File: config.mk
export PLATFORM = sky130hd
export DESIGN_NAME = branch_update_ctrl
export DESIGN_NICKNAME = d
export VERILOG_FILES = /design/src/rtl/branch_update_ctrl.sv
export SDC_FILE = /design/constraint.sdc
export NUM_CORES = 1
export LEC_CHECK = 0
export ABC_AREA = 1
export CORE_ASPECT_RATIO = 1.5
export CORE_MARGIN = 3
export CORE_UTILIZATION = 50
export CTS_BUF_LIST = sky130_fd_sc_hd__clkbuf_4
export DETAILED_ROUTE_END_ITERATION = 6
export PLACE_DENSITY = 0.82
export SLEW_MARGIN = 0
export SYNTH_ARGS = -nofsm -noshare
export SYNTH_HDL_FRONTEND = slang
export SYNTH_SLANG_ARGS = --single-unit
export TNS_END_PERCENT = 5
File: constraint.sdc
create_clock -name clk -period 2.25 [get_ports clk]
set_input_delay 0.225 -clock clk [delete_from_list [all_inputs] [get_ports clk]]
set_output_delay 0.225 -clock clk [all_outputs]
set_load 0.01 [all_outputs]
File: src/rtl/branch_update_ctrl.sv
`default_nettype none
// ============================================================================
// Module      : branch_update_ctrl
// Description : In-order tracker of predicted branches between IF and EX;
//               retires against EX outcomes, trains the BHT, flags flushes.
// Revision    : 1.0 - initial release
// ============================================================================
module branch_update_ctrl #(
  parameter int DEPTH = 4,
  parameter int IDX_W = 4,
  parameter int CNT_W = 16
) (
  input  logic                       clk,
  input  logic                       rst,
  input  logic                       fetch_valid,
  input  logic [IDX_W-1:0]           fetch_index,
  input  logic                       fetch_pred,
  output logic                       fetch_ready,
  input  logic                       resolve_valid,
  input  logic                       resolve_outcome,
  output logic                       upd_valid,
  output logic [IDX_W-1:0]           upd_index,
  output logic                       upd_taken,
  output logic                       flush,
  output logic [$clog2(DEPTH):0]     inflight,
  output logic [CNT_W-1:0]           branch_cnt,
  output logic [CNT_W-1:0]           mispred_cnt,
  output logic                       err_underflow
);

  localparam int PTR_W = $clog2(DEPTH);
  localparam int OCC_W = PTR_W + 1;
  localparam logic [OCC_W-1:0] c_DEPTH   = OCC_W'(DEPTH);
  localparam logic [CNT_W-1:0] c_CNT_MAX = {CNT_W{1'b1}};

  typedef enum logic [0:0] {
    S_RUN   = 1'b0,
    S_FLUSH = 1'b1
  } state_t;

  state_t            r_state;
  logic [PTR_W-1:0]  r_head;
  logic [PTR_W-1:0]  r_tail;
  logic [OCC_W-1:0]  r_count;
  logic [IDX_W-1:0]  r_idx  [DEPTH];
  logic              r_pred [DEPTH];

  logic              w_alloc;
  logic              w_resolve;
  logic              w_mispred;
  logic              w_underflow;
  logic [PTR_W-1:0]  w_tail_nxt;

  // Full is judged on the current count only, so a same-cycle pop never frees a slot.
  assign fetch_ready = (r_state == S_RUN) && (r_count < c_DEPTH);
  assign inflight    = r_count;

  assign w_alloc     = fetch_valid && fetch_ready;
  assign w_resolve   = (r_state == S_RUN) && resolve_valid && (r_count != '0);
  assign w_mispred   = w_resolve && (resolve_outcome != r_pred[r_head]);
  assign w_underflow = (r_state == S_RUN) && resolve_valid && (r_count == '0);
  assign w_tail_nxt  = w_alloc ? r_tail + PTR_W'(1) : r_tail;

  always_ff @(posedge clk) begin
    if (w_alloc) begin
      r_idx[r_tail]  <= fetch_index;
      r_pred[r_tail] <= fetch_pred;
    end
  end

  always_ff @(posedge clk) begin
    if (rst) begin
      r_state       <= S_RUN;
      r_head        <= '0;
      r_tail        <= '0;
      r_count       <= '0;
      upd_valid     <= 1'b0;
      upd_index     <= '0;
      upd_taken     <= 1'b0;
      flush         <= 1'b0;
      branch_cnt    <= '0;
      mispred_cnt   <= '0;
      err_underflow <= 1'b0;
    end else begin
      upd_valid <= w_resolve;
      flush     <= w_mispred;
      if (w_resolve) begin
        upd_index <= r_idx[r_head];
        upd_taken <= resolve_outcome;
        if (branch_cnt != c_CNT_MAX) branch_cnt <= branch_cnt + CNT_W'(1);
      end
      if (w_mispred && (mispred_cnt != c_CNT_MAX)) mispred_cnt <= mispred_cnt + CNT_W'(1);
      if (w_underflow) err_underflow <= 1'b1;

      case (r_state)
        S_RUN: begin
          r_tail <= w_tail_nxt;
          if (w_mispred) begin
            // Everything younger, including a same-cycle fetch, is wrong-path.
            r_state <= S_FLUSH;
            r_head  <= w_tail_nxt;
            r_count <= '0;
          end else begin
            if (w_resolve) r_head <= r_head + PTR_W'(1);
            if (w_alloc && !w_resolve)      r_count <= r_count + OCC_W'(1);
            else if (!w_alloc && w_resolve) r_count <= r_count - OCC_W'(1);
          end
        end
        S_FLUSH: r_state <= S_RUN;
        default: r_state <= S_RUN;
      endcase
    end
  end

endmodule
`default_nettype wire

==> impl_results.md <==
* Status: completed
* FF+latch area at 1600 um2
* Synth top area cells: dfxtp_1, edfxtp_1, nand2_1, nor2_1, nand3_1
* TritonCTS clock tree: built
* Initial antenna violation count at 0
* Largest net degree at the start of global routing at 35
* Clk buf depth at 2
* Post-synthesis net count at about 460
* Total track usage at a little over a fifth
* Maximum fanout along the worst path at 16
* Cell mode on critical path: nor2_1
* Layout cell share with drive strength beyond 1 at between 10% and 20%
* Setup WS post-layout at 486 ps
* Synth area leader: dfxtp_1
* Hold Path End: r_idx[0][0]
* Final Cell Area at around 4200 um2
* DRC at 0
* Crit-path cells: ha_1, nand3_2, nor2_4, nand2_4, nand4_4, inv_1, nor2_1, nor2_1
* Starting DRC count in detailed routing at 174
* Die area at ~8000 um2
* Leakage at between 1.5 and 2 nW
* CTS Buf Count at 9
* Crit path buffers/inverters at 1
* Routed Antenna Nets at 0
* Clock Pin Slew Worst Setup and Hold Paths at 110 ps
* Period utilization at around four fifths
* Tot Pwr at roughly 0.0038 W
* H-tree depth at 3
* Setup violations, final at 0
* Final hold violations at 0
* FF-to-FF End: mispred_cnt[0]
* Core Box Area at between 6000 and 7000 um2
* P_sw at about 0.0014 W
* Initial Util at 51.4%
* Clock insertion delay at the later pin of the skew report at between 400 and 500 ps
* Clock power frac at a little over a fifth
* Critical path type: reg2reg
* Ys flop type: dfxtp_1
* # rows at 37
* Worst vdd ir at just under 0.7 mV
* Count leader, synth: nand2_1
* Pwr/cell area at 902 nW/um2
* Register bit total from synthesis at 70
* EDFF count, synth at 20
* Max-slew headroom at between 60% and 70%
* Setup crit end kind: flip-flop
* YS warnings at 0
* Routed len/inst at roughly 14 um
* Vias in the first global route at around 3000
* GRT overflow at 0
* Die X at about 75 um
* Critical Path AT at 2100 ps
* # hold bufs at CTS at 0
* Seq pwr share at 43.4%
* Pre-CTS WS at roughly 170 ps
* PortBufs at between 50 and 60
* Sw frac at 37.2%
* Fmax at about 570 MHz
* DR pass1 iterations at 4
* Reg2reg start: mispred_cnt[0]
* Worst Tran Pin Value at about 520 ps
* Post-route core utilization at about three fifths
* CTS Root Buffer Type: clkbuf_4
* I/O Pins at 54
* Slowest cell on crit path: dfxtp_1
* RSZ-0062 raised after global routing: no
* Die height at approximately 110 um
* Fill cells at 600
* Worst setup SP type: flip-flop
* First-pass GRT wire length at ~13 mm
* Commonest cells in the netlist: nand2_1, nor2_1, dfxtp_1
* CP Depth at 8
* Comb power frac at between 30% and 40%
* Layout net count at about 500
* Synth top area share at between 20% and 30%
* Total number of vias at roughly 3100
* Post-CTS Setup Bufs at 0
* Hold Crit Class: in2reg
* RePlAce Congestion at 0.887
* Final wirelength at ~7.8 mm
* Via/cell ratio at around 5.3
* Netlist cell types at 36
* Dpl cell area at between 4000 and 5000 um2
* Power Internal at about 0.0024 W
* Post-cts resize count at 0
* Inserted Diodes at 0
* Worst Reg-to-Reg Cells at 8
* Min Tclk post-route at between 1500 and 2000 ps
* Area of the multi-input gates at 1690 um2
* Req. time, crit path at 2590 ps
* Area Growth Syn to Fin at 19.8%
* Worst R2R Setup Slack at around 490 ps
* Hold depth at 1
* Fin. max-slew vios at 0
* Clock Sink Count at 70
* Setup Skew at roughly 16 ps
* Setup_tns at 0 ps
* Synthesized instance count at 440
* Hold Startpoint: fetch_index[0]
* Synthesized cell area at around 3500 um2
* Cell family with most CP delay: simple AND/OR/NAND/NOR gates
* Sequential share of the synthesized area at between 40% and 50%
* Hpwl dp at between 5 and 6 mm
* Max Cap Viol at 0
* Crit path largest cell delay at between 400 and 500 ps
* Avg Inst Size Synth at ~8.1 um2
* Async S/R FF share, synth at 0%
cell families (layout without fill, tap and decap cells):
group           after synthesis  after routing  share of synthesized area [%]
simple gates                228            228                           30.9
flops                        70             70                           45.2
compound gates               59             59                           9.56
buf+inv                      58            117                           7.27
xor+xnor                     18             18                           4.44
fa+ha+maj                     7              7                           2.68
area by class of cell:
cell class | count | area share [%]
sequential | 70 | 37.7
tap | 78 | 2.30
clock inverter | 2 | 0.825
clock buffer | 14 | 2.47
multi-input combinational | 312 | 39.7
timing repair buffer | 55 | 12.8
inverter | 46 | 4.12
flip-flops by register name, summed over array words and instances (netlist names), named ones only:
register and cells:
upd_taken 1, mispred_cnt 16, inflight 3, upd_index 4, flush 1, r_idx 16
r_head 2, r_state 1, r_pred 4, upd_valid 1, err_underflow 1, r_tail 2
branch_cnt 16
how the worst max path moves through the flow:
stage / from / endpoint / slack, ps
6_report: mispred_cnt[0] / mispred_cnt[0] / 490
5_1_grt: mispred_cnt[0] / mispred_cnt[1] / 320
4_1_cts: mispred_cnt[11] / mispred_cnt[11] / 470
3_5_place_dp: resolve_valid / inflight[2] / 170
3_3_place_gp: resolve_valid / inflight[2] / 260
2_1_floorplan: inflight[2] / inflight[1] / 520
worst reg2reg max path: stages (launching register included):
cell and delay [ps]:
dfxtp_1 440, ha_1 250, nand3_2 140, nor2_4 170, nand2_4 140, nand4_4 280
inv_1 100, nor2_1 100, nor2_1 50
stage by stage:
| step | hold WS, ps | cells |
|---|---|---|
| final | 439 | 577 |
| after global routing | 430 | 577 |
| after CTS | 417 | 577 |
| after detailed placement | 469 | 561 |
| after global placement | 457 | 561 |
| after floorplan | 324 | 440 |
cells in the final DEF (no fill, tap or decap), types with 3 or more instances in the layout:
cell	netlist	final
a21oi_1	22	22
a21oi_2	10	10
a31oi_1	5	5
clkbuf_4	0	14
clkdlybuf4s50_1	0	53
dfxtp_1	50	50
edfxtp_1	20	20
ha_1	6	6
inv_1	39	39
inv_2	5	5
nand2_1	92	92
nand2_2	13	13
nand3_1	33	33
nand3_2	6	6
nand3b_1	3	3
nand4_1	7	7
nor2_1	56	56
nor2_2	3	3
nor2_4	3	3
nor3_1	4	4
o21ai_0	22	22
xnor2_1	9	9
xor2_1	9	9
metal layers:
metal	routed length [um]	global-route usage, %	share of wire, %
met2	4200	36.9	54
met3	372	4.89	4.7
met1	3070	23.0	39
met4	199	10.9	2.5
met5	0	0	0
power groups by stage:
stage	combinational [W]	clock (W)	sequential (W)
6_report	0.00133	0.000836	0.00166
3_5_place_dp	0.00134	0	0.00168
5_1_grt	0.00150	0.000909	0.00169
4_1_cts	0.00135	0.000857	0.00166
3_3_place_gp	0.00129	0	0.00168
2_1_floorplan	0.000936	0	0.00168
Power figures use the tool's default switching activity.
